File: src/rtl/serial_adder.sv
// Bit-serial W-bit adder: one full-adder slice plus a carry flop, LSB first, START/BUSY/DONE handshake.
// Define SERIAL_ADDER_SUB_EN to add a SUB input that turns the operation into A - B.
module serial_adder #(
    parameter int W = 8
) (
    input  logic         clk,
    input  logic         rst_n,
    input  logic         start,
    input  logic [W-1:0] a,
    input  logic [W-1:0] b,
    input  logic         cin,
`ifdef SERIAL_ADDER_SUB_EN
    input  logic         sub,
`endif
    output logic [W-1:0] s,
    output logic         cout,
    output logic         busy,
    output logic         done
);

    localparam int CW = $clog2(W) + 1;

    typedef enum logic [1:0] {
        ST_IDLE,
        ST_RUN,
        ST_DONE
    } state_t;

    state_t         state;
    state_t         state_next;
    logic [W-1:0]   a_reg;
    logic [W-1:0]   b_reg;
    logic [W-1:0]   res_reg;
    logic           carry;
    logic [CW-1:0]  cnt;

    logic           accept;
    logic           last_bit;
    logic           sum_bit;
    logic           carry_next;
    logic [W-1:0]   res_next;
    logic [W-1:0]   b_capture;
    logic           carry_capture;

    // A new operation may be accepted from IDLE or in the single DONE cycle.
    assign accept     = start && (state == ST_IDLE || state == ST_DONE);
    assign last_bit   = (cnt == CW'(W - 1));
    assign sum_bit    = a_reg[0] ^ b_reg[0] ^ carry;
    assign carry_next = (a_reg[0] & b_reg[0]) | (carry & (a_reg[0] ^ b_reg[0]));
    assign res_next   = {sum_bit, res_reg[W-1:1]};

`ifdef SERIAL_ADDER_SUB_EN
    // Subtraction is A + ~B + 1, so the incoming carry is forced high.
    assign b_capture     = sub ? ~b : b;
    assign carry_capture = sub | cin;
`else
    assign b_capture     = b;
    assign carry_capture = cin;
`endif

    always_ff @(posedge clk or negedge rst_n) begin
        if (!rst_n) begin
            state <= ST_IDLE;
        end else begin
            state <= state_next;
        end
    end

    always_comb begin
        state_next = state;
        case (state)
            ST_IDLE: if (accept) state_next = ST_RUN;
            ST_RUN:  if (last_bit) state_next = ST_DONE;
            ST_DONE: state_next = accept ? ST_RUN : ST_IDLE;
            default: state_next = ST_IDLE;
        endcase
    end

    // Datapath: capture on accept, shift one bit per RUN cycle, publish only on the last bit.
    always_ff @(posedge clk or negedge rst_n) begin
        if (!rst_n) begin
            a_reg   <= '0;
            b_reg   <= '0;
            res_reg <= '0;
            carry   <= 1'b0;
            cnt     <= '0;
            s       <= '0;
            cout    <= 1'b0;
        end else if (accept) begin
            a_reg   <= a;
            b_reg   <= b_capture;
            carry   <= carry_capture;
            res_reg <= '0;
            cnt     <= '0;
        end else if (state == ST_RUN) begin
            a_reg   <= a_reg >> 1;
            b_reg   <= b_reg >> 1;
            carry   <= carry_next;
            res_reg <= res_next;
            cnt     <= cnt + CW'(1);
            if (last_bit) begin
                s    <= res_next;
                cout <= carry_next;
            end
        end
    end

    assign busy = (state == ST_RUN);
    assign done = (state == ST_DONE);

endmodule

File: config.mk
export PLATFORM = sky130hd
export DESIGN_NAME = serial_adder
export DESIGN_NICKNAME = d
export VERILOG_FILES = /design/src/rtl/serial_adder.sv
export SDC_FILE = /design/constraint.sdc
export NUM_CORES = 1
export LEC_CHECK = 0
export CORE_MARGIN = 5
export CORE_UTILIZATION = 42
export DETAILED_ROUTE_END_ITERATION = 8
export GPL_ROUTABILITY_DRIVEN = 0
export PLACE_DENSITY = 0.66
export SLEW_MARGIN = 20
export SYNTH_ARGS = -nofsm -noshare
export SYNTH_HDL_FRONTEND = slang
export SYNTH_SLANG_ARGS = --single-unit
File: constraint.sdc
create_clock -name clk -period 3 [get_ports clk]
set_input_delay 0.6 -clock clk [delete_from_list [all_inputs] [get_ports clk]]
set_output_delay 0.6 -clock clk [all_outputs]
set_load 0.02 [all_outputs]
Yosys cells after proc, flatten, opt, wreduce, memory -nomap -nowiden --
Index checks and enable logic that the tools add are counted. Widths: inputs -> output; s select.
Storage, ports and cells: register bits after elaboration 40, bits in latches 0, bits in writable memories 0, memory bits (read-only) 0, output and inout port bits 11, memories 0
Cells by class: add/subtract/negate cells 1, $mul 0, divide/modulo/power cells 0, $lt $le $gt $ge 0, equality and inequality tests 5, shift operators 0, muxes and demuxes 14, bitwise operators 6, reductions and logical operators 6
Operators with widths (count):
- $mux 8 | 6
- $mux 4 | 2
- $pmux 2 s3 | 1
- $add 4x1->4 const B | 1
- $eq 4x3->1 const B | 1
- $mux 2 | 2
- $mux 1 | 3
- $reduce_and 3->1 | 1
- $and 1x1->1 | 2
- $eq 2x1->1 const B | 1
- $eq 2x2->1 const B | 1
- $logic_not 2->1 | 1
- $ne 2x1->1 const B | 1
- $ne 2x2->1 const B | 1
- $reduce_and 2->1 | 1
- $reduce_bool 2->1 | 1
- $xor 1x1->1 | 2
- $logic_and 1x1->1 | 1
- $logic_or 1x1->1 | 1
- $not 1->1 | 1
- $or 1x1->1 | 1

Depth between registers and ports, before layout --
word-level depth 5, mapped depth 5, depth with buffers taken out 4

Worst setup path before layout --
No wires, ideal clock.
kind flip-flop to output port, start register state[1], end output busy, arrival time 0.935 ns, required time 2.400 ns, slack 1.465 ns, stages on the path, launching flop included 4, buffers on the path 2, cells stage by stage dfrtp_1 > and2b_1 > buf_6 > buf_2
Between the ends: word-level cells in the longest chain between the ends 1
RTL lines:
- from (decl) | line 29 | state_t state;
- from (signal assigned) | line 65 | state <= state_next;
- $eq 2x1->1 | line 108 | assign busy = (state == ST_RUN);
- to (decl) | line 17 | output logic busy,
Every way passes these cells.

Worst setup path in the final report --
Same ends and word-level chain as after synthesis.

==> results.md <==
* Crit path capture type: primary output
* ANT nets after route at 0
* Min Tclk post-route at 2.09 ns
* Grt ovf at 0
* CP top delay family: buffers and inverters
* Synth cell types at 22
* FF-to-FF setup slack at 1.14 ns
* Share of cells above drive strength 1 at 15.2%
* Setup TNS at 0 ns
* Worst-case clock buffer depth at 2
* Area Growth Syn to Fin at 25.1%
* HP Class: in -> async
* Die Y-Extent at 72.4 µm
* # setup viols final at 0
* Ranking of synthesized cells by area: dfrtp_1, a22o_1, mux2i_1
* Commonest non-fill, non-tap cells in the layout: dfrtp_1, clkdlybuf4s50_1, nand2_1, a22o_1
* # diodes at 0
* Commonest non-fill, non-tap cell in the layout: dfrtp_1
* Vias post-DR at 1032
* Routed wire per std cell at 14.2 µm
* Post-cts resize count at 0
* Drt drc at 0
* Final setup skew at 0.00463 ns
* Final wirelength at 2920 µm
* # fillers at 342
* Starting Density at 44.0%
* Status: completed
* Gate power share at 40.2%
* Data arrival, critical path at 1.49 ns
* Drt first pass iters at 4
* IR drop worst, VDD at 0.000399 V
* Power density over the cells at 1010 nW/µm²
* Row count at 22
* Synth area leader: dfrtp_1
* Final slew viol count at 0
* Max incr delay on CP at 0.60 ns
* Syn Inst Count at 125
* Mapped cell area at 1640 µm²
* Proportion of netlist area held by the largest area contributor at 59.6%
* Pleak at 0.000956 µW
* Num CTS Buffers at 5
* Core Region at 3720 µm²
* Register Area at 976 µm²
* I/O Buffers at 30
* Largest net degree at the start of global routing at 40
* Unrepaired setup endpoints after global routing: no
* Worst-path cell chain: and2b_1, clkdlybuf4s50_1
* Final nets at 179
* GRT Resource Usage Total at 12.8%
* Start of the worst register-to-register path: state[1]
* Post-route total power at 2070 µW
* WP depth at 2
* Fmax at 479 MHz
* CTS clk-pin slew, worst paths at 0.08 ns
* Switching Fraction at 34.8%
* Clock Latency Late Sink at 0.29 ns
* DP Wirelength at 1980 µm
* Clk pwr share at 16.8%
* Die X at 72.4 µm
* Int Pwr at 1350 µW
* Worst-margin pin slew at 0.839 ns
* Die area at 5240 µm²
* Net switching power at 718 µW
* Crit path to: busy
* Seq pwr share at 43.0%
* Initial antenna violation count at 0
* Post-CTS setup buffer count at 0
* CTS tree: built
* Sequential element share of the synthesized area at 59.6%
* Post-Syn Nets at 147
* Mean Syn Cell Area at 13.1 µm²
* Multi-input gate area at 604 µm²
* Buffers plus inverters on the worst setup path at 1
* CTS H-Tree Depth at 2
* Clock root cell: clkbuf_8
* Rel. slew slack at 44.0%
* Vias/cell at 5.01
* Worst R2R End: cout
* Clock sinks at 39
* First-pass GRT wire length at 5090 µm
* Final hold violation count at 0
* Worst path slowest cell: clkdlybuf4s50_1
* Hold-fix buffers, CTS at 0
* Critical path type: reg -> out
* DR iter-0 viols at 24
* Max Cap Viol at 0
* Path depth of the worst reg2reg path at 5
* Startpoint Class: flop
* Crit path required time at 2.40 ns
* Synth warn at 0
* Final period util at 69.7%
* Yosys reg bits at 39
* Crit path launch: state[1]
* Vias in the first global route at 1072
* I/O pin cnt at 31
* Critical Path Fanout Max at 3
## metrics by stage
stage / hold slack (ns) / setup slack [ns] / cell area (µm²) / util, % / std cells
3_5_place_dp: 0.468 / 0.893 / 1960 / 52.7 / 198
2_1_floorplan: 0.304 / 1.46 / 1640 / - / 125
4_1_cts: 0.435 / 0.891 / 2050 / 55.1 / 206
5_1_grt: 0.474 / 0.855 / 2050 / 55.1 / 206
3_3_place_gp: 0.466 / 0.939 / 1960 / 52.7 / 198
6_report: 0.408 / 0.910 / 2050 / 55.1 / 206
## cell usage after synthesis
master and count:
buf_6 2, nor2_1 1, buf_4 3, a22o_1 14, nand2_1 14, a21o_1 4, nand3b_1 1, buf_2 2
nor2b_1 2, and2b_1 1, xor2_1 1, nand2b_1 1, dfrtp_1 39, ha_1 1, nor2_4 1, o21ai_0 12
mux2_2 10, mux2i_1 12, nand4_1 1, nor3b_1 1, clkbuf_1 1, fa_1 1
## final cells by class
| type | instances | area share (%) |
|---|---|---|
| clock buffers | 5 | 3.36 |
| clock inverters | 3 | 0.978 |
| multi-input cells | 78 | 29.5 |
| flip-flops and latches | 39 | 47.7 |
| well taps | 48 | 2.93 |
| repair buffers | 33 | 15.5 |
## how the worst min path moves through the flow
stage	startpoint	end	slack, ns	cells after the start
2_1_floorplan	rst_n	a_reg[0]	0.30	0
3_5_place_dp	a_reg[1]	a_reg[1]	0.47	1
4_1_cts	rst_n	cnt[0]	0.43	1
3_3_place_gp	a_reg[1]	a_reg[1]	0.47	1
6_report	rst_n	a_reg[5]	0.41	1
5_1_grt	rst_n	s[0]	0.47	1
## layer usage
metal / global-route usage (%) / vias to the layer above / part of all wire [%]
met1: 15.8 / 506 / 46
met5: 0 / - / 0
met3: 4.02 / 5 / 3.4
met2: 20.1 / 18 / 48
met4: 6.76 / 0 / 2.6
li1: - / 503 / -
## cell families (layout without fill, tap and decap cells)
logic type	count (synthesis)	count (layout)	share of synthesized area, %
muxes	22	22	14.2
and+or+nand+nor	23	23	7.03
DFF	39	39	59.6
AOI/OAI and AO/OA	30	30	13.0
xor gates and xnor gates	1	1	0.535
buffers and inverters	8	41	3.59
adders and majority gates	2	2	1.99
## power by group through the flow
| stage | combinational [µW] | clock [µW] | sequential (µW) |
|---|---|---|---|
| 6_report | 830 | 346 | 889 |
| 5_1_grt | 917 | 382 | 922 |
| 4_1_cts | 844 | 358 | 890 |
| 3_5_place_dp | 843 | 0 | 898 |
| 3_3_place_gp | 814 | 0 | 890 |
| 2_1_floorplan | 557 | 0 | 929 |
Note: power is estimated with default switching activity, not from simulation.
